--- src/rtl/mod3_pkg.sv ---
// Shared types and constants for the mod-3 check scheduler and its serial core.
package mod3_pkg;

    // Sequencer states: wait for a request, shift the operand, present the result.
    typedef enum logic [1:0] {
        IDLE  = 2'd0,
        SHIFT = 2'd1,
        DONE  = 2'd2
    } state_t;

    // Remainder of the operand seen so far; encoding 3 never occurs.
    typedef logic [1:0] rem_t;

    localparam rem_t REM0 = 2'd0;
    localparam rem_t REM1 = 2'd1;
    localparam rem_t REM2 = 2'd2;

    // Requester index (two requesters).
    typedef logic id_t;

    // One MSB-first step: appending bit b to a value with remainder r
    // gives remainder (2*r + b) mod 3.
    function automatic rem_t rem_step(input rem_t r, input logic b);
        rem_t n;
        case ({r, b})
            3'b00_0: n = REM0;
            3'b00_1: n = REM1;
            3'b01_0: n = REM2;
            3'b01_1: n = REM0;
            3'b10_0: n = REM1;
            3'b10_1: n = REM2;
            default: n = REM0;
        endcase
        return n;
    endfunction

endpackage

--- src/rtl/mod3_check_sched_if.sv ---
// Request/result bundle between the requesters and the mod-3 scheduler.
interface mod3_check_sched_if #(
    parameter int W = 8
);
    import mod3_pkg::*;

    logic [1:0]   req_valid;
    logic [W-1:0] req_data0;
    logic [W-1:0] req_data1;
    logic [1:0]   req_ready;
    logic         res_valid;
    logic         res_ready;
    id_t          res_id;
    rem_t         res_rem;
    logic         res_div3;
    logic         busy;

    // Requester / result-consumer side.
    modport master (
        output req_valid, req_data0, req_data1, res_ready,
        input  req_ready, res_valid, res_id, res_rem, res_div3, busy
    );

    // Scheduler side.
    modport slave (
        input  req_valid, req_data0, req_data1, res_ready,
        output req_ready, res_valid, res_id, res_rem, res_div3, busy
    );

endinterface

--- src/rtl/mod3_serial_core.sv ---
// Three-state remainder FSM: folds one operand bit per enabled cycle, MSB first.
module mod3_serial_core
    import mod3_pkg::*;
(
    input  logic clk,
    input  logic rst,
    input  logic clr,
    input  logic en,
    input  logic bit_in,
    output rem_t rem
);

    rem_t rem_reg;
    rem_t rem_next;

    // Next remainder from the current one and the incoming bit.
    always_comb begin
        rem_next = rem_step(rem_reg, bit_in);
    end

    // Remainder register; clear wins over enable so a new job always starts at 0.
    always_ff @(posedge clk) begin
        if (rst || clr) begin
            rem_reg <= REM0;
        end else if (en) begin
            rem_reg <= rem_next;
        end
    end

    assign rem = rem_reg;

endmodule

--- src/rtl/mod3_check_sched.sv ---
// Round-robin scheduler sharing one serial mod-3 core between two requesters.
module mod3_check_sched
    import mod3_pkg::*;
#(
    parameter int W = 8
) (
    input  logic              clk,
    input  logic              rst,
    mod3_check_sched_if.slave bus
);

    localparam int CNT_W = (W > 1) ? $clog2(W) : 1;

    state_t           state_reg;
    state_t           state_next;
    logic [W-1:0]     shift_reg;
    logic [CNT_W-1:0] cnt_reg;
    id_t              ptr_reg;       // requester that wins when both are valid
    id_t              res_id_reg;
    logic             res_valid_reg;
    logic             busy_reg;

    id_t              grant_id;
    logic             grant_en;
    logic [1:0]       req_ready_w;
    logic             req_hs;
    logic             res_hs;
    logic             last_shift;
    logic             core_clr;
    logic             core_en;
    rem_t             core_rem;

    // Arbitration winner: a lone requester wins, a tie goes to the pointer.
    always_comb begin
        case (bus.req_valid)
            2'b01:   grant_id = 1'b0;
            2'b10:   grant_id = 1'b1;
            default: grant_id = ptr_reg;
        endcase
    end

    // Per-requester ready: only the winner, only in IDLE, never during reset.
    generate
        for (genvar gi = 0; gi < 2; gi++) begin : g_ready
            assign req_ready_w[gi] = grant_en && bus.req_valid[gi] && (grant_id == id_t'(gi));
        end
    endgenerate

    assign req_hs     = |(bus.req_valid & req_ready_w);
    assign res_hs     = res_valid_reg && bus.res_ready;
    assign last_shift = (cnt_reg == CNT_W'(W - 1));

    // State register.
    always_ff @(posedge clk) begin
        if (rst) begin
            state_reg <= IDLE;
        end else begin
            state_reg <= state_next;
        end
    end

    // Next-state logic.
    always_comb begin
        state_next = state_reg;
        case (state_reg)
            IDLE:    if (req_hs)     state_next = SHIFT;
            SHIFT:   if (last_shift) state_next = DONE;
            DONE:    if (res_hs)     state_next = IDLE;
            default: state_next = IDLE;
        endcase
    end

    // FSM outputs: grant enable and core controls.
    always_comb begin
        grant_en = 1'b0;
        core_clr = 1'b0;
        core_en  = 1'b0;
        case (state_reg)
            IDLE: begin
                grant_en = !rst;
                core_clr = req_hs;
            end
            SHIFT:   core_en = 1'b1;
            default: ;
        endcase
    end

    // Datapath: operand capture, shifting, counting, result flags and pointer.
    always_ff @(posedge clk) begin
        if (rst) begin
            shift_reg     <= '0;
            cnt_reg       <= '0;
            ptr_reg       <= 1'b0;
            res_id_reg    <= 1'b0;
            res_valid_reg <= 1'b0;
            busy_reg      <= 1'b0;
        end else begin
            busy_reg <= (state_next != IDLE);
            case (state_reg)
                IDLE: begin
                    if (req_hs) begin
                        shift_reg  <= grant_id ? bus.req_data1 : bus.req_data0;
                        res_id_reg <= grant_id;
                        cnt_reg    <= '0;
                    end
                end
                SHIFT: begin
                    shift_reg <= shift_reg << 1;
                    cnt_reg   <= cnt_reg + CNT_W'(1);
                    if (last_shift) begin
                        res_valid_reg <= 1'b1;
                    end
                end
                DONE: begin
                    if (res_hs) begin
                        res_valid_reg <= 1'b0;
                        ptr_reg       <= ~res_id_reg;
                    end
                end
                default: ;
            endcase
        end
    end

    mod3_serial_core u_core (
        .clk    (clk),
        .rst    (rst),
        .clr    (core_clr),
        .en     (core_en),
        .bit_in (shift_reg[W-1]),
        .rem    (core_rem)
    );

    // The core holds its remainder while in DONE, so the result fields stay stable.
    assign bus.req_ready = req_ready_w;
    assign bus.res_valid = res_valid_reg;
    assign bus.res_id    = res_id_reg;
    assign bus.res_rem   = core_rem;
    assign bus.res_div3  = res_valid_reg && (core_rem == REM0);
    assign bus.busy      = busy_reg;

endmodule

--- src/flat_wrapper.sv ---
// flat-port wrapper written by rule: the top's interface ports become plain ports
module mod3_check_sched_flat import mod3_pkg::*;
#(
    parameter int W = 8
)
  (clk, rst, bus_req_valid, bus_req_data0, bus_req_data1, bus_res_ready, bus_req_ready, bus_res_valid, bus_res_id, bus_res_rem, bus_res_div3, bus_busy);
  mod3_check_sched_if #(.W(W)) bus_i ();
  input  logic clk;
  input  logic rst;
  input wire logic [$bits(bus_i.req_valid)-1:0] bus_req_valid;
  input wire logic [$bits(bus_i.req_data0)-1:0] bus_req_data0;
  input wire logic [$bits(bus_i.req_data1)-1:0] bus_req_data1;
  input wire logic [$bits(bus_i.res_ready)-1:0] bus_res_ready;
  output wire logic [$bits(bus_i.req_ready)-1:0] bus_req_ready;
  output wire logic [$bits(bus_i.res_valid)-1:0] bus_res_valid;
  output wire logic [$bits(bus_i.res_id)-1:0] bus_res_id;
  output wire logic [$bits(bus_i.res_rem)-1:0] bus_res_rem;
  output wire logic [$bits(bus_i.res_div3)-1:0] bus_res_div3;
  output wire logic [$bits(bus_i.busy)-1:0] bus_busy;
  assign bus_i.req_valid = bus_req_valid;
  assign bus_i.req_data0 = bus_req_data0;
  assign bus_i.req_data1 = bus_req_data1;
  assign bus_i.res_ready = bus_res_ready;
  assign bus_req_ready = bus_i.req_ready;
  assign bus_res_valid = bus_i.res_valid;
  assign bus_res_id = bus_i.res_id;
  assign bus_res_rem = bus_i.res_rem;
  assign bus_res_div3 = bus_i.res_div3;
  assign bus_busy = bus_i.busy;
  mod3_check_sched #(.W(W)) u_core (.clk(clk), .rst(rst), .bus(bus_i));
endmodule
--- config.mk ---
export PLATFORM = sky130hd
export DESIGN_NAME = mod3_check_sched_flat
export DESIGN_NICKNAME = d
export VERILOG_FILES = /design/src/rtl/mod3_pkg.sv /design/src/rtl/mod3_check_sched_if.sv /design/src/rtl/mod3_serial_core.sv /design/src/rtl/mod3_check_sched.sv /design/src/flat_wrapper.sv
export SDC_FILE = /design/constraint.sdc
export NUM_CORES = 1
export LEC_CHECK = 0
export ABC_AREA = 1
export BUFFER_PORTS_ARGS = -buffer_cell sky130_fd_sc_hd__buf_2
export CAP_MARGIN = 20
export CORE_UTILIZATION = 52
export DETAILED_ROUTE_END_ITERATION = 6
export GPL_TIMING_DRIVEN = 0
export PLACE_DENSITY_LB_ADDON = 0.12
export SYNTH_ARGS = -nofsm -noshare
export SYNTH_HDL_FRONTEND = slang
export SYNTH_SLANG_ARGS = --single-unit
--- constraint.sdc ---
create_clock -name clk -period 1.5 [get_ports clk]
set_input_delay 0.075 -clock clk [delete_from_list [all_inputs] [get_ports clk]]
set_output_delay 0.075 -clock clk [all_outputs]
set_load 0.01 [all_outputs]
==> results of run 1 <==
-- metrics by stage --
stage               setup slack, ns  setup TNS, ns  utilization (%)
floorplan                     0.173              0                -
global placement            -0.0527         -0.291             62.7
detailed placement          -0.0878         -0.675             62.7
CTS                         0.00281              0             64.6
global route                -0.0128        -0.0236             67.9
finish                       0.0491              0             67.9
-- placed cells by master (no fill, tap or decap), types with 2 or more instances in the layout --
cell / instances
clkbuf_4: 4
dfxtp_2: 2
inv_1: 34
a21oi_1: 9
nand4_1: 3
dfxtp_1: 17
o21ai_1: 5
nand2_1: 52
nand2_2: 4
nand3_1: 15
ha_1: 5
nor2_1: 19
o21ai_0: 5
nor3_1: 3
buf_4: 6
inv_2: 4
nand2_4: 2
nor2_4: 2
buf_2: 29
-- cell type report --
type	count	area (um2)	area share, %
multi-input combinational	129	676	45.4
sequential	19	383	25.7
timing repair buffer	34	185	12.4
inverter	39	149	10.0
tap	28	35.0	2.35
buffer	4	32.5	2.19
clock buffer	3	22.5	1.51
clock inverter	1	5.00	0.336
-- worst min-delay path by stage --
stage / cells past startpoint / end / startpoint / slack [ns]
final: 2 / u_core.cnt_reg[1]$_SDFFE_PP0P_ / rst / 0.03
after global routing: 2 / u_core.cnt_reg[1]$_SDFFE_PP0P_ / rst / 0.01
after detailed placement: 2 / u_core.cnt_reg[1]$_SDFFE_PP0P_ / rst / 0.35
after global placement: 2 / u_core.cnt_reg[2]$_SDFFE_PP0P_ / rst / 0.35
after floorplan: 1 / u_core.cnt_reg[0]$_SDFFE_PP0P_ / rst / 0.14
after CTS: 2 / u_core.cnt_reg[1]$_SDFFE_PP0P_ / rst / 0.02
-- worst max-delay path, delay by kind of cell, from the launching register on --
| kind | cells | cell delay (ns) |
|---|---|---|
| buffers and inverters | 3 | 0.29 |
| AND/OR/NAND/NOR | 3 | 0.28 |
| flip-flops | 1 | 0.35 |
| adder cells (fa/ha/maj) | 1 | 0.15 |
-- layer usage --
| layer | part of all wire [%] | vias to the layer above | track usage [%] | routed length, um |
|---|---|---|---|---|
| li1 | - | 659 | - | - |
| met1 | 47 | 523 | 29.9 | 1250 |
| met2 | 46 | 31 | 38.7 | 1240 |
| met3 | 3.6 | 7 | 1.85 | 95 |
| met4 | 3.1 | 0 | 10.5 | 83 |
| met5 | 0 | - | 0 | 0 |
-- cells by family (layout without fill, tap and decap cells) --
kind of cell	Yosys count	in the layout
AO/OA/AOI/OAI	21	21
adder cells (fa/ha/maj)	7	7
buffers and inverters	43	81
flip-flops	19	19
AND/OR/NAND/NOR	101	101
-- cell usage after synthesis (all sizes together) --
| library cell | instances |
|---|---|
| a21oi | 9 |
| a22oi | 1 |
| buf | 2 |
| clkbuf | 2 |
| dfxtp | 19 |
| ha | 7 |
| inv | 39 |
| nand2 | 58 |
| nand3 | 16 |
| nand4 | 3 |
| nor2 | 21 |
| nor3 | 3 |
| o211ai | 1 |
| o21ai | 10 |
-- power groups by stage --
stage,registers [mW],logic [mW],clock network [mW]
after floorplan,0.569,0.200,0
after global placement,0.568,0.275,0
after detailed placement,0.570,0.284,0
after CTS,0.559,0.293,0.270
after global routing,0.566,0.360,0.296
final,0.561,0.314,0.262
-- timing repair --
action                                  CTS  global route
resized for setup                         6            10
pin swaps                                 0             0
hold buffers                              0             0
buffers inserted                          0             6
endpoints found under the setup margin   15            16
==> qor.yml, run 1 <==
timing:
  period_needed_ns: 1.45
  fmax_mhz: 689
  maxSlewViolCount: 0
  finalCritPeriodShare_pct: 96.7
  setup_viol_count_final: 0
  hold_ws_ns: 0.0300
  fin_skew_ns: 0.00427
  maxSlewHeadroom_pct: 86.6
  tightest_slew_ns: 0.201
  hold_violations: 0
pwr:
  p_comb_share_pct: 27.6
  p_switching_mw: 0.369
  power.share.sequential_pct: 49.3
  p_leak_nw: 0.877
  powerDensity_nw_per_um2: 764
  p_sw_share_pct: 32.5
  clkPwrFrac_pct: 23.0
  p_int_mw: 0.768
  ir_drop_mv: 0.660
  power_mw: 1.14
logic_synthesis:
  yosys_warnings: 0
  synth_area_leaders: "dfxtp_1, nand2_1, inv_1, ha_1, nand3_1"
  synth_xor_xnor_area_share_pct: 0
  synth-seq-cells: 19
  yosysTopAreaCellShare_pct: 31.7
  syn_area_um2: 1200
  syn-num-nets: 219
  synthMuxAreaShare_pct: 0
  synth-simple-area-share_pct: 37.6
  seq_area_frac_synth_pct: 31.7
  synth_fa_ha_area_share_pct: 7.31
  synth_top_family_by_area: "simple AND/OR/NAND/NOR gates"
  synth_compound_area_share_pct: 9.19
  synthCells: 191
  ys_types: 21
  synth_largest_area_cell: "dfxtp_1"
  postSynthAreaPerCell_um2: 6.28
global_route:
  grt_max_degree: 12
  grt_pass1_wl_mm: 4.46
  grt_pass1_vias: 1094
  antenna_found_initial: 0
  grt-ovfl-total: 0
  grt_usage_pct: 23.2
routing:
  viasPerCell: 4.75
  remaining_drc_errors: 0
  vias: 1220
  ant_nets: 0
  routed_wl_mm: 2.67
  drt_iter0_markers: 28
  wl_per_cell_um: 10.4
  dr.pass1.iters: 4
critical_path:
  worstRegToRegCells: 9
  critPathCaptureType: "primary output"
  path_max_fanout: 5
  crit_path_start: "u_core.state_reg[1]$_SDFF_PP0_"
  crit_required_ns: 1.42
  slowest_delay_ns: 0.35
  rrSetupSlack_ns: 0.09
  cp-endpoint: "bus_req_ready[1]"
  arrival_ns: 1.38
  crit_type: "flop to primary output"
  r2r-end: "u_core.shift_reg[3]$_SDFFE_PP0P_"
  reg2reg_from: "u_core.state_reg[0]$_SDFF_PP0_"
  critPathLaunchType: "flop"
  crit_chain: "inv_2 -> ha_4 -> nand2_2 -> nor2_4 -> nand2_4 -> inv_1 -> buf_2"
  slowest_stage: "dfxtp_2"
die:
  rows: 17
  num_io_pins: 29
  chipHeight_um: 50.0
  die_width_um: 50.0
  core_area_um2: 2190
  initial_core_util_pct: 54.7
  die_area_um2: 2500
clock_network:
  htreeDepth: 1
  insertion_delay_ns: 0.31
  cts_root_buf: "clkbuf_4"
  cts_tree: "built"
  clock-sinks: 19
  cts_buffer_depth: 2
  cts.clk_slew.worst_paths_ns: 0.11
  cts_buffers: 3
layout:
  drive_gt1_share_pct: 26.2
  antennaDiodeCount: 0
  fillers: 192
  final_cell_area_um2: 1490
  final_cells: 257
  largest_reg_flops: 8
  syn_to_final_growth_pct: 24.1
  nets: 258
place:
  place.port_buffers: 28
  gp_congestion: 0.837
  dp_hpwl_mm: 1.92
  placed_cell_area_um2: 1370
  place_inst: 247
status:
  status: "complete, no violations"
min_path:
  min_path_type: "input pin to flop"
flow_run:
  max-cap-violations: 0
(Power assumes the default switching activity.)
==> inputs of run 2 (changes only) <==
--- a/config.mk
+++ b/config.mk
@@ -12,6 +12,8 @@
 export DETAILED_ROUTE_END_ITERATION = 6
 export GPL_TIMING_DRIVEN = 0
 export PLACE_DENSITY_LB_ADDON = 0.12
+export REMOVE_ABC_BUFFERS = 1
+export SKIP_CTS_REPAIR_TIMING = 1
 export SYNTH_ARGS = -nofsm -noshare
 export SYNTH_HDL_FRONTEND = slang
 export SYNTH_SLANG_ARGS = --single-unit
==> qor.yml, run 2 (synthesis gave the netlist of run 1 again) <==
status:
  status: "complete, no violations"
pwr:
  clkPwrFrac_pct: 22.7
  p_comb_share_pct: 29.1
  p_sw_share_pct: 32.3
  p_switching_mw: 0.374
  p_int_mw: 0.785
  power.share.sequential_pct: 48.2
  p_leak_nw: 0.889
  ir_drop_mv: 0.573
  powerDensity_nw_per_um2: 753
layout:
  final_common_cell: "nand2_1"
  largest_reg_flops: 8
  nets: 261
  drive_gt1_share_pct: 27.2
  final_cell_area_um2: 1540
  fillers: 201
  layout_common_cells: "nand2_1, inv_1, buf_2"
  antennaDiodeCount: 0
  syn_to_final_growth_pct: 28.4
critical_path:
  crit_required_ns: 1.74
  path_max_fanout: 8
  arrival_ns: 1.72
  slowest_delay_ns: 0.38
  rrSetupSlack_ns: 0.03
  critPathLaunchType: "flop"
  slowest_stage: "dfxtp_4"
  worstRegToRegCells: 8
  crit_type: "flop to flop"
  critPathCaptureType: "flop"
  crit_chain: "buf_4 -> ha_4 -> clkinvlp_4 -> o21ai_0 -> inv_1 -> nand3_1 -> nand2_1 -> a21oi_1"
global_route:
  grt.met1_usage_pct: 28.9
  grt_pass1_wl_mm: 4.35
  grt_max_degree: 16
  grt_busiest_layer: "met2"
  met2_usage_pct: 36.9
  grt-ovfl-total: 0
  grt_usage_pct: 22.5
  use_met3_pct: 3.70
  grt_pass1_vias: 1067
  antenna_found_initial: 0
timing:
  period_needed_ns: 1.47
  maxSlewViolCount: 0
  maxSlewHeadroom_pct: 84.3
  rsz0062_at_grt: "true"
  fmax_mhz: 679
  tightest_slew_ns: 0.235
  finalCritPeriodShare_pct: 98.3
  final.setup.worst_slack_ns: 0.0262
  setup_viol_count_final: 0
  hold_violations: 0
  fin_skew_ns: 0.00152
die:
  die_width_um: 50.0
  core_area_um2: 2190
  num_io_pins: 29
  initial_core_util_pct: 54.7
  rows: 17
  chipHeight_um: 50.0
  die_area_um2: 2500
clock_network:
  cts.clk_slew.worst_paths_ns: 0.10
  cts_root_buf: "clkbuf_4"
  htreeDepth: 1
  insertion_delay_ns: 0.30
  cts_buffers: 3
  clock-sinks: 19
  cts_buffer_depth: 2
  cts_tree: "built"
min_path:
  holdPathStages: 2
  min_path_type: "input pin to flop"
place:
  dp_hpwl_mm: 1.92
  place.port_buffers: 28
  dp_slack_ns: -0.389
  gp_congestion: 0.826
  placed_cell_area_um2: 1350
routing:
  ant_nets: 0
  vias: 1260
  dr.pass1.iters: 5
  remaining_drc_errors: 0
  drt_iter0_markers: 30
  viasPerCell: 4.85
  routed_wl_mm: 2.79
  wl_per_cell_um: 10.7
flow_run:
  max-cap-violations: 0
[run 2: through the flow]
| stage | util, % | power, mW | hold WS, ns | std cells | TNS (ns) |
|---|---|---|---|---|---|
| 6_report | 70.2 | 1.16 | 0.0273 | 260 | 0 |
| 5_1_grt | 70.2 | 1.23 | 0.0228 | 260 | -0.136 |
| 4_1_cts | 62.8 | 1.11 | 0.0271 | 247 | -4.70 |
| 3_5_place_dp | 61.6 | 0.844 | 0.356 | 243 | -4.19 |
| 3_3_place_gp | 61.6 | 0.832 | 0.341 | 243 | -3.57 |
| 2_1_floorplan | - | 0.759 | 0.144 | 187 | 0 |
[run 2: path summary, 6_finish.rpt]
path	from	end
worst max-delay path	u_core.state_reg[0]$_SDFF_PP0_	u_core.bus.res_valid$_SDFFE_PP0P_
worst max register to register	u_core.state_reg[0]$_SDFF_PP0_	u_core.bus.res_valid$_SDFFE_PP0P_
worst min-delay path	rst	u_core.cnt_reg[0]$_SDFFE_PP0P_
worst min register to register	u_core.ptr_reg$_SDFFE_PP0P_	u_core.ptr_reg$_SDFFE_PP0P_
[run 2: power groups by stage]
stage	Sequential, mW	Combinational (mW)	Clock [mW]
after floorplan	0.569	0.190	0
after global placement	0.568	0.265	0
after detailed placement	0.570	0.274	0
after CTS	0.558	0.275	0.272
after global routing	0.562	0.377	0.289
final	0.559	0.337	0.263
[run 2: layout make-up]
| class | instances | area [um2] | area share [%] |
|---|---|---|---|
| Tap cell | 28 | 35.0 | 2.28 |
| Inverter | 39 | 158 | 10.2 |
| Sequential cell | 19 | 388 | 25.2 |
| Timing Repair Buffer | 41 | 244 | 15.9 |
| Clock buffer | 4 | 26.3 | 1.71 |
| Multi-Input combinational cell | 129 | 688 | 44.7 |
[run 2: layer usage]
| metal | share of wire [%] | up-vias | wire [um] |
|---|---|---|---|
| li1 | - | 669 | - |
| met1 | 48 | 560 | 1330 |
| met2 | 48 | 26 | 1330 |
| met3 | 3.2 | 5 | 88 |
| met4 | 1.4 | 0 | 39 |
| met5 | 0 | - | 0 |
[run 2: worst max-delay path: cells and delay by family (launching register included)]
family / cells / cell delay [ns]
buf+inv: 3 / 0.38
fa+ha+maj: 1 / 0.19
simple gates: 2 / 0.13
flops: 1 / 0.38
compound gates: 2 / 0.33
==> inputs of run 3 (changes only) <==
==> constraint.sdc (replaced) <==
create_clock -name clk -period 1.4 [get_ports clk]
set_input_delay 0.07 -clock clk [delete_from_list [all_inputs] [get_ports clk]]
set_output_delay 0.07 -clock clk [all_outputs]
set_load 0.01 [all_outputs]
==> qor.yml, run 3 (synthesis gave the netlist of run 1 again) <==
status:
  status: "finished with violations"
  violations: "setup timing"
critical_path:
  path_max_fanout: 7
  reg2reg_from: "u_core.state_reg[1]$_SDFF_PP0_"
  crit_type: "flop to primary output"
  critPathLaunchType: "flop"
  critPathCaptureType: "primary output"
  arrival_ns: 1.42
  crit_path_start: "u_core.state_reg[1]$_SDFF_PP0_"
  crit_required_ns: 1.33
  worstRegToRegCells: 9
flow_run:
  max-cap-violations: 0
timing:
  fin_skew_ns: 0.00771
  maxSlewViolCount: 0
  fmax_mhz: 670
  maxSlewHeadroom_pct: 84.5
  finalCritPeriodShare_pct: 107
  final.setup.worst_slack_ns: -0.0934
  hold_violations: 0
  tightest_slew_ns: 0.232
  setup_viol_count_final: 9
  hold_ws_ns: 0.0221
  rsz0062_at_grt: "true"
  period_needed_ns: 1.49
die:
  initial_core_util_pct: 54.7
  die_area_um2: 2500
  die_width_um: 50.0
  num_io_pins: 29
  chipHeight_um: 50.0
  rows: 17
  core_area_um2: 2190
layout:
  antennaDiodeCount: 0
  fin_util_pct: 71.9
  nets: 262
  regArea_um2: 388
  drive_gt1_share_pct: 29.6
  fillers: 193
  largest_reg_flops: 8
  final_cell_area_um2: 1580
  syn_to_final_growth_pct: 31.4
  final_common_cell: "nand2_1"
  layout_common_cells: "nand2_1, inv_1, buf_2"
  multi_input_area_um2: 703
min_path:
  min_path_type: "input pin to flop"
  holdPathStages: 2
  hp-start: "rst"
clock_network:
  cts.clk_slew.worst_paths_ns: 0.12
  cts_buffers: 3
  htreeDepth: 1
  clock-sinks: 19
  insertion_delay_ns: 0.30
  cts_tree: "built"
  cts_root_buf: "clkbuf_4"
  cts_buffer_depth: 2
routing:
  vias: 1269
  routed_wl_mm: 2.92
  viasPerCell: 4.86
  remaining_drc_errors: 0
  ant_nets: 0
  wl_per_cell_um: 11.2
  drt_iter0_markers: 19
  dr.pass1.iters: 4
place:
  placed_cell_area_um2: 1350
  dp_hpwl_mm: 1.92
  place.port_buffers: 28
  gp_congestion: 0.826
pwr:
  p_int_mw: 0.850
  p_sw_share_pct: 32.8
  power.share.sequential_pct: 47.3
  p_switching_mw: 0.415
  powerDensity_nw_per_um2: 803
  clkPwrFrac_pct: 22.9
  p_leak_nw: 0.898
  ir_drop_mv: 0.663
  p_comb_share_pct: 29.8
global_route:
  grt_max_degree: 16
  grt_pass1_wl_mm: 4.35
  grt_usage_pct: 22.5
  grt_pass1_vias: 1067
  grt-ovfl-total: 0
  antenna_found_initial: 0
## run 3: cell type report
type	instances	share of cell area [%]
Inverter	39	10.0
Tap cell	28	2.22
Timing Repair Buffer	42	16.8
Sequential cell	19	24.6
Multi-Input combinational cell	129	44.6
Clock buffer	4	1.67
## run 3: worst paths after layout
check | end | slack (ns)
min reg2reg | u_core.ptr_reg$_SDFFE_PP0P_ | 0.48
max | bus_req_ready[1] | -0.09
max reg2reg | u_core.shift_reg[2]$_SDFFE_PP0P_ | -0.05
min | u_core.cnt_reg[1]$_SDFFE_PP0P_ | 0.02
## run 3: routing by layer
| layer | global-route usage, % | vias up | share of wire (%) |
|---|---|---|---|
| met4 | 9.05 | 0 | 0.86 |
| met2 | 36.9 | 49 | 48 |
| met3 | 3.70 | 4 | 5.2 |
| li1 | - | 674 | - |
| met5 | 0 | - | 0 |
| met1 | 28.9 | 542 | 46 |
## run 3: metrics by stage
stage                     TNS (ns)  setup WS [ns]  power (mW)  cells
after floorplan             -0.558        -0.0963       0.814    187
after global routing         -1.18         -0.129        1.33    261
after CTS                    -6.39         -0.515        1.18    247
after detailed placement     -5.69         -0.489       0.904    243
final                       -0.351        -0.0934        1.26    261
after global placement       -5.07         -0.456       0.892    243
## run 3: worst max-delay path: stages (launching register included)
cell     delay [ns]
dfxtp_4        0.38
inv_4          0.08
ha_4           0.16
nand2_4        0.07
nor2_4         0.13
nand2_4        0.10
inv_2          0.09
buf_6          0.10
## run 3: power by group through the flow
| stage | Combinational, mW | Sequential [mW] | Clock (mW) |
|---|---|---|---|
| 2_1_floorplan | 0.203 | 0.610 | 0 |
| 3_3_place_gp | 0.283 | 0.609 | 0 |
| 3_5_place_dp | 0.294 | 0.610 | 0 |
| 4_1_cts | 0.295 | 0.598 | 0.291 |
| 5_1_grt | 0.419 | 0.601 | 0.310 |
| 6_report | 0.377 | 0.598 | 0.290 |
